`src/rtl/stall_ctrl_pkg.sv`:
```
// Shared constants, types and the operand hazard check for the stall controller.
package stall_ctrl_pkg;

  localparam int unsigned REG_W       = 5;
  localparam int unsigned TUSE_W      = 3;
  localparam int unsigned MD_CNT_W    = 4;
  localparam int unsigned STALL_CNT_W = 32;

  // Operand is not read by the decode instruction
  localparam logic [TUSE_W-1:0]   TUSE_NONE      = 3'b111;
  // Busy window length after the start cycle
  localparam logic [MD_CNT_W-1:0] MD_MULT_CYCLES = 4'd5;
  localparam logic [MD_CNT_W-1:0] MD_DIV_CYCLES  = 4'd10;

  typedef enum logic {
    MD_IDLE = 1'b0,
    MD_BUSY = 1'b1
  } md_state_e;

  // Register-write view of one downstream pipeline stage
  typedef struct packed {
    logic              reg_write;
    logic [REG_W-1:0]  write_reg;
    logic [TUSE_W-1:0] tnew;
  } stage_wr_t;

  // A source operand must wait when a younger-than-needed result targets it.
  // Writes to $0 never hazard because src == 0 is excluded.
  function automatic logic operand_hazard(input logic [REG_W-1:0]  src,
                                          input logic [TUSE_W-1:0] tuse,
                                          input stage_wr_t         e,
                                          input stage_wr_t         m);
    logic e_hit;
    logic m_hit;
    e_hit = e.reg_write && (e.write_reg == src) && (e.tnew > tuse);
    m_hit = m.reg_write && (m.write_reg == src) && (m.tnew > tuse);
    return (tuse != TUSE_NONE) && (src != '0) && (e_hit || m_hit);
  endfunction

endpackage

```
`src/rtl/stall_ctrl_if.sv`:
```
// Decode/execute/memory hazard inputs and stall outputs of the stall controller.
// master: pipeline side (drives stage info, reads stall); slave: stall_ctrl.
interface stall_ctrl_if;
  import stall_ctrl_pkg::*;

  logic [REG_W-1:0]       D_Rs;
  logic [REG_W-1:0]       D_Rt;
  logic [TUSE_W-1:0]      D_TUseRs;
  logic [TUSE_W-1:0]      D_TUseRt;
  logic                   D_IsMD;
  logic [REG_W-1:0]       E_WriteReg;
  logic                   E_RegWrite;
  logic [TUSE_W-1:0]      E_TNew;
  logic [REG_W-1:0]       M_WriteReg;
  logic                   M_RegWrite;
  logic [TUSE_W-1:0]      M_TNew;
  logic                   E_MDStart;
  logic                   E_MDIsDiv;
  logic                   Stall;
  logic                   E_Flush;
  logic                   MDBusy;
  logic [STALL_CNT_W-1:0] StallCount;

  modport master (
    output D_Rs, D_Rt, D_TUseRs, D_TUseRt, D_IsMD,
    output E_WriteReg, E_RegWrite, E_TNew,
    output M_WriteReg, M_RegWrite, M_TNew,
    output E_MDStart, E_MDIsDiv,
    input  Stall, E_Flush, MDBusy, StallCount
  );

  modport slave (
    input  D_Rs, D_Rt, D_TUseRs, D_TUseRt, D_IsMD,
    input  E_WriteReg, E_RegWrite, E_TNew,
    input  M_WriteReg, M_RegWrite, M_TNew,
    input  E_MDStart, E_MDIsDiv,
    output Stall, E_Flush, MDBusy, StallCount
  );

endinterface

```
`src/rtl/stall_ctrl_md_busy_timer.sv`:
```
// Multiply/divide occupancy timer.
// Ports: Clk, Reset (sync, active-high), Start (mult/div in E), IsDiv (1 = div),
//        Busy (combinational: Start or countdown running).
module md_busy_timer
  import stall_ctrl_pkg::*;
(
  input  logic Clk,
  input  logic Reset,
  input  logic Start,
  input  logic IsDiv,
  output logic Busy
);

  md_state_e             state_q, state_d;
  logic [MD_CNT_W-1:0]   cnt_q, cnt_d;

  // State and counter registers
  always_ff @(posedge Clk) begin
    if (Reset) begin
      state_q <= MD_IDLE;
      cnt_q   <= '0;
    end else begin
      state_q <= state_d;
      cnt_q   <= cnt_d;
    end
  end

  // Load on start from idle; starts seen while busy are ignored
  always_comb begin
    state_d = state_q;
    cnt_d   = cnt_q;
    case (state_q)
      MD_IDLE: begin
        if (Start) begin
          cnt_d   = IsDiv ? MD_DIV_CYCLES : MD_MULT_CYCLES;
          state_d = MD_BUSY;
        end
      end
      MD_BUSY: begin
        cnt_d = MD_CNT_W'(cnt_q - 1'b1);
        if (cnt_q == MD_CNT_W'(1)) begin
          state_d = MD_IDLE;
        end
      end
      default: begin
        state_d = MD_IDLE;
        cnt_d   = '0;
      end
    endcase
  end

  // Start cycle itself counts as busy
  assign Busy = Start || (cnt_q != '0);

endmodule

```
`src/rtl/stall_ctrl.sv`:
```
// Pipeline stall controller: data hazards on rs/rt against E/M writers plus
// multiply/divide occupancy; Stall/E_Flush are combinational, StallCount saturates.
// Ports: Clk, Reset (sync, active-high), bus (stall_ctrl_if.slave).
module stall_ctrl
  import stall_ctrl_pkg::*;
(
  input  logic         Clk,
  input  logic         Reset,
  stall_ctrl_if.slave  bus
);

  stage_wr_t              e_wr;
  stage_wr_t              m_wr;
  logic                   hz_rs;
  logic                   hz_rt;
  logic                   hz_md;
  logic                   md_busy;
  logic                   stall_c;
  logic [STALL_CNT_W-1:0] stall_count_q;

  assign e_wr = '{reg_write: bus.E_RegWrite, write_reg: bus.E_WriteReg, tnew: bus.E_TNew};
  assign m_wr = '{reg_write: bus.M_RegWrite, write_reg: bus.M_WriteReg, tnew: bus.M_TNew};

  md_busy_timer u_md_busy_timer (
    .Clk   (Clk),
    .Reset (Reset),
    .Start (bus.E_MDStart),
    .IsDiv (bus.E_MDIsDiv),
    .Busy  (md_busy)
  );

  // Hazard detection; no reset override so a reset cycle still stalls on hazards
  always_comb begin
    hz_rs   = operand_hazard(bus.D_Rs, bus.D_TUseRs, e_wr, m_wr);
    hz_rt   = operand_hazard(bus.D_Rt, bus.D_TUseRt, e_wr, m_wr);
    hz_md   = bus.D_IsMD && md_busy;
    stall_c = hz_rs || hz_rt || hz_md;
  end

  // Saturating stalled-cycle counter
  always_ff @(posedge Clk) begin
    if (Reset) begin
      stall_count_q <= '0;
    end else if (stall_c && (stall_count_q != '1)) begin
      stall_count_q <= STALL_CNT_W'(stall_count_q + 1'b1);
    end
  end

  assign bus.Stall      = stall_c;
  assign bus.E_Flush    = stall_c;
  assign bus.MDBusy     = md_busy;
  assign bus.StallCount = stall_count_q;

endmodule
```
`src/flat_wrapper.sv`:
```
// flat-port wrapper written by rule: the top's interface ports become plain ports
module stall_ctrl_flat import stall_ctrl_pkg::*;
  (Clk, Reset, bus_D_Rs, bus_D_Rt, bus_D_TUseRs, bus_D_TUseRt, bus_D_IsMD, bus_E_WriteReg, bus_E_RegWrite, bus_E_TNew, bus_M_WriteReg, bus_M_RegWrite, bus_M_TNew, bus_E_MDStart, bus_E_MDIsDiv, bus_Stall, bus_E_Flush, bus_MDBusy, bus_StallCount);
  stall_ctrl_if bus_i ();
  input  logic Clk;
  input  logic Reset;
  input wire logic [$bits(bus_i.D_Rs)-1:0] bus_D_Rs;
  input wire logic [$bits(bus_i.D_Rt)-1:0] bus_D_Rt;
  input wire logic [$bits(bus_i.D_TUseRs)-1:0] bus_D_TUseRs;
  input wire logic [$bits(bus_i.D_TUseRt)-1:0] bus_D_TUseRt;
  input wire logic [$bits(bus_i.D_IsMD)-1:0] bus_D_IsMD;
  input wire logic [$bits(bus_i.E_WriteReg)-1:0] bus_E_WriteReg;
  input wire logic [$bits(bus_i.E_RegWrite)-1:0] bus_E_RegWrite;
  input wire logic [$bits(bus_i.E_TNew)-1:0] bus_E_TNew;
  input wire logic [$bits(bus_i.M_WriteReg)-1:0] bus_M_WriteReg;
  input wire logic [$bits(bus_i.M_RegWrite)-1:0] bus_M_RegWrite;
  input wire logic [$bits(bus_i.M_TNew)-1:0] bus_M_TNew;
  input wire logic [$bits(bus_i.E_MDStart)-1:0] bus_E_MDStart;
  input wire logic [$bits(bus_i.E_MDIsDiv)-1:0] bus_E_MDIsDiv;
  output wire logic [$bits(bus_i.Stall)-1:0] bus_Stall;
  output wire logic [$bits(bus_i.E_Flush)-1:0] bus_E_Flush;
  output wire logic [$bits(bus_i.MDBusy)-1:0] bus_MDBusy;
  output wire logic [$bits(bus_i.StallCount)-1:0] bus_StallCount;
  assign bus_i.D_Rs = bus_D_Rs;
  assign bus_i.D_Rt = bus_D_Rt;
  assign bus_i.D_TUseRs = bus_D_TUseRs;
  assign bus_i.D_TUseRt = bus_D_TUseRt;
  assign bus_i.D_IsMD = bus_D_IsMD;
  assign bus_i.E_WriteReg = bus_E_WriteReg;
  assign bus_i.E_RegWrite = bus_E_RegWrite;
  assign bus_i.E_TNew = bus_E_TNew;
  assign bus_i.M_WriteReg = bus_M_WriteReg;
  assign bus_i.M_RegWrite = bus_M_RegWrite;
  assign bus_i.M_TNew = bus_M_TNew;
  assign bus_i.E_MDStart = bus_E_MDStart;
  assign bus_i.E_MDIsDiv = bus_E_MDIsDiv;
  assign bus_Stall = bus_i.Stall;
  assign bus_E_Flush = bus_i.E_Flush;
  assign bus_MDBusy = bus_i.MDBusy;
  assign bus_StallCount = bus_i.StallCount;
  stall_ctrl u_core (.Clk(Clk), .Reset(Reset), .bus(bus_i));
endmodule
```
`config.mk`:
```
export PLATFORM = sky130hd
export DESIGN_NAME = stall_ctrl_flat
export DESIGN_NICKNAME = d
export VERILOG_FILES = /design/src/rtl/stall_ctrl_pkg.sv /design/src/rtl/stall_ctrl_if.sv /design/src/rtl/stall_ctrl_md_busy_timer.sv /design/src/rtl/stall_ctrl.sv /design/src/flat_wrapper.sv
export SDC_FILE = /design/constraint.sdc
export NUM_CORES = 1
export LEC_CHECK = 0
export ABC_AREA = 1
export BUFFER_PORTS_ARGS = -buffer_cell sky130_fd_sc_hd__buf_2
export CAP_MARGIN = 20
export CORE_UTILIZATION = 45
export DETAILED_ROUTE_END_ITERATION = 16
export PLACE_DENSITY = 0.67
export SKIP_CTS_REPAIR_TIMING = 1
export SLEW_MARGIN = 0
export SYNTH_ARGS = -nofsm -noshare
export SYNTH_HDL_FRONTEND = slang
export SYNTH_HIERARCHICAL = 1
export SYNTH_SLANG_ARGS = --single-unit
export TNS_END_PERCENT = 20
```
`constraint.sdc`:
```
create_clock -name Clk -period 2.1 [get_ports Clk]
set_input_delay 0.105 -clock Clk [delete_from_list [all_inputs] [get_ports Clk]]
set_output_delay 0.105 -clock Clk [all_outputs]
set_load 0.01 [all_outputs]
```
==> metrics.md <==
| Metric | Value |
|---|---|
| Outcome | finished, final reports clean |
| Multiplexer share of the synthesized area | 0% |
| Core box area | 6350 sq um |
| DP HPWL | 5790 um |
| Yosys cell types | 29 |
| Post-synthesis simple-gate area fraction | 44.1% |
| Switching share of power | 31.8% |
| Vias per cell | 4.95 |
| Routed WL | approximately 7300 um |
| Clock share of power | 29.9% |
| Die height | 83.3 um |
| Syn Nets | 563 |
| Routability cong. | 0.833 |
| Sequential cell area | 742 sq um |
| Hold path startpoint | Reset |
| Cells after synthesis | 508 |
| Final Max Tran Viols | 0 |
| Leading area contributor after synthesis | dfxtp_1 |
| Final cell count without fillers | 667 |
| Slew @ Worst Pin | 0.532 ns |
| Setup ws final | 0.195 ns |
| 1st-iter DRT viols | around 130 |
| Biggest fanout along the worst timing path | 10 |
| Utilization after layout | a little under three fifths |
| Cell Int Power | 1.11 mW |
| Total power | 1.63 mW |
| Critical path startpoint category | flip-flop |
| Most frequent cell after synthesis | nand2_1 |
| Top_reg_cell synth | dfxtp_1 |
| Post-route DRC | 0 |
| Maximum vdd drop | 0.389 mV |
| Inst Count DP | 658 |
| FF-to-FF End | u_core/bus.StallCount[5] |
| Critical Path RT | roughly 2.3 ns |
| Cell Pwr Density | 456 nW/um^2 |
| Syn-to-layout area delta | 20.0% |
| Worst R2R Start | u_core/bus.StallCount[1] |
| Number of diodes | 0 |
| Pin count of the biggest net entering global routing | 24 |
| Lkg Pwr | between 1.5 and 2 nW |
| Skew final | approximately 0.0059 ns |
| Synth Register Bits | 37 |
| Max Cap Violations | 0 |
| Hold Path End | u_core/u_md_busy_timer/cnt_q[2] |
| Largest family of logic cells by synthesized area | simple AND/OR/NAND/NOR gates |
| Yosys top cell area share | 24.9% |
| GR Overflow Total | 0 |
| First-pass GRT wire length | 12600 um |
| Die area | slightly below 7000 sq um |
| Synth cell count leaders | nand2_1 (131), inv_1 (86), nor2_1 (77) |
| GRT Total Usage | 21.4% |
| Slew margin rel. | about 64% |
| Kind of critical path | reg2reg |
| Syn. warnings | 6 |
| Syn_area_per_cell | 5.85 sq um |
| Final hold violation count | 0 |
| Skew-Pair Late Insertion Delay | 0.29 ns |
| Antenna Nets Post-Route | 0 |
| Final setup fails | 0 |
| Complex-gate fraction of the synthesized area | 8.25% |
| Clock slew at reported path FFs | about 0.08 ns |
| Post-Synth XOR/XNOR Area | under 10% |
| Seq/Total Area, Yosys | 24.9% |
| Post-synth EDFFs | 0 |
| Reg2Reg Depth | 11 |
| # rows | 29 |
| Unrepaired setup endpoints after global routing | no |
| Filler instances | 649 |
| Synth area leaders | dfxtp_1 (25%), nand2_1 (17%), inv_1 (11%), nand3_1 (10%), nor2_1 (9.7%) |
| Comb pwr share | between 20% and 30% |
| Reg2Reg Setup Slack | roughly 0.19 ns |
| CTS root buf | clkbuf_8 |
| Share of synthesized flip-flops with an asynchronous set or reset | 0% |
| Highest clock rate | about 520 MHz |
| Final min period | 1.91 ns |
| Worst Setup End Kind | flip-flop |
| PortBufs | 73 |
| Vias in the first global route | approximately 3000 |
| Wire length per cell | 11.0 um |
| HP Class | in2reg |
| Clock Sinks | 37 |
| Worst Path Arrival | between 2 and 2.5 ns |
| DIE WIDTH | between 80 and 90 um |
| Sequential Power Share | between 40 and 50% |
| Total CTS buffers | 5 |
| Layout cells sized above 1 | a little under a fifth |
| Post-route clock period utilization | 90.7% |
| Clk buf depth | 2 |
| Synth Area in Adders | 6.73% |
| CTS tree | done |
| Multi-input gate area | 1860 sq um |
| WHS Path Cells | 2 |
| Total iterations of the first detailed-routing run | 5 |
| Nets | 644 |
| Max H-tree Level | 2 |
| Netlist Area Pre-Place | just under 3000 sq um |
| Initial Util | 46.8% |
| Via count | 3304 |
| Dpl ws | 0.110 ns |
| Sw power | 517 uW |
| Final sum of negative setup slack | 0 ns |
| Initial antenna violation count | 0 |
| Num ports | 74 |
[worst max-delay path by stage]
stage | slack, ns | startpoint | depth (start not counted) | end
detailed placement | 0.11 | u_core/bus.StallCount[1] | 12 | u_core/bus.StallCount[16]
global placement | 0.20 | u_core/bus.StallCount[1] | 12 | u_core/bus.StallCount[16]
floorplan | 0.33 | u_core/bus.StallCount[0] | 11 | u_core/bus.StallCount[14]
finish | 0.19 | u_core/bus.StallCount[1] | 11 | u_core/bus.StallCount[5]
global route | 0.003 | u_core/bus.StallCount[4] | 11 | u_core/bus.StallCount[31]
CTS | 0.09 | u_core/bus.StallCount[1] | 12 | u_core/bus.StallCount[16]
[per-stage QoR]
stage | hold slack, ns | area [sq um]
finish | 0.0307 | 3570
global route | 0.0538 | 3570
CTS | 0.0217 | 3540
detailed placement | 0.343 | 3450
global placement | 0.351 | 3450
floorplan | 0.167 | 2970
[layer usage]
metal	global-route usage, %	part of all wire (%)	vias to the layer above
met4	5.02	0.78	0
met3	3.58	4.5	7
li1	-	-	1770
met1	28.8	50	1444
met5	0	0	-
met2	35.6	45	83
[kinds of logic (layout without fill, tap and decap cells)]
| kind of cell | Yosys count | in the layout |
|---|---|---|
| and+or+nand+nor | 302 | 303 |
| AOI/OAI and AO/OA | 46 | 46 |
| buffers and inverters | 99 | 180 |
| xor gates and xnor gates | 8 | 8 |
| adders and majority gates | 16 | 16 |
| DFF | 37 | 37 |
[worst max-delay path, stage by stage (launching register included)]
cell and delay, ns:
dfxtp_2 0.37, ha_1 0.18, nand2_1 0.08, nor2_2 0.14
nand3_2 0.11, nor2_4 0.26, nand4_4 0.16, buf_4 0.22
nand2_1 0.06, inv_1 0.05, a21oi_1 0.13, nor2_1 0.05
[power by group through the flow]
stage	Clock [mW]	Combinational, mW	Sequential [mW]
2_1_floorplan	0	0.250	0.772
3_3_place_gp	0	0.382	0.766
3_5_place_dp	0	0.390	0.766
4_1_cts	0.509	0.392	0.750
5_1_grt	0.537	0.452	0.755
6_report	0.487	0.392	0.751
[final cells by class]
cell class | instances | share of cell area [%]
clock buffers | 5 | 1.93
well taps | 77 | 2.70
multi-input cells | 373 | 52.2
repair buffers | 85 | 12.8
flip-flops and latches | 37 | 20.8
clock inverters | 3 | 0.491
inverters | 87 | 9.15
[registers in the layout, indices dropped and copies added, names as in the netlist]
register,flops
u_core/u_md_busy_timer/cnt_q,4
u_core/bus.StallCount,32
u_core/u_md_busy_timer/state_q,1
[cells in the final DEF (no fill, tap or decap), types with 2 or more instances in the layout]
cell,netlist,routed
clkinv_2,0,2
clkbuf_8,0,5
o21ai_0,5,5
dfxtp_1,37,36
a21oi_1,33,33
nand3_2,2,3
nor3_1,8,8
nand4_1,14,14
o21ai_1,3,3
nor2_2,1,2
nand3b_1,3,3
nand2_1,131,130
nor2_1,77,76
ha_1,16,16
xor2_1,8,8
inv_1,86,86
buf_2,7,73
nand3_1,61,60
buf_4,3,12
Note: power is estimated with default switching activity, not from simulation.
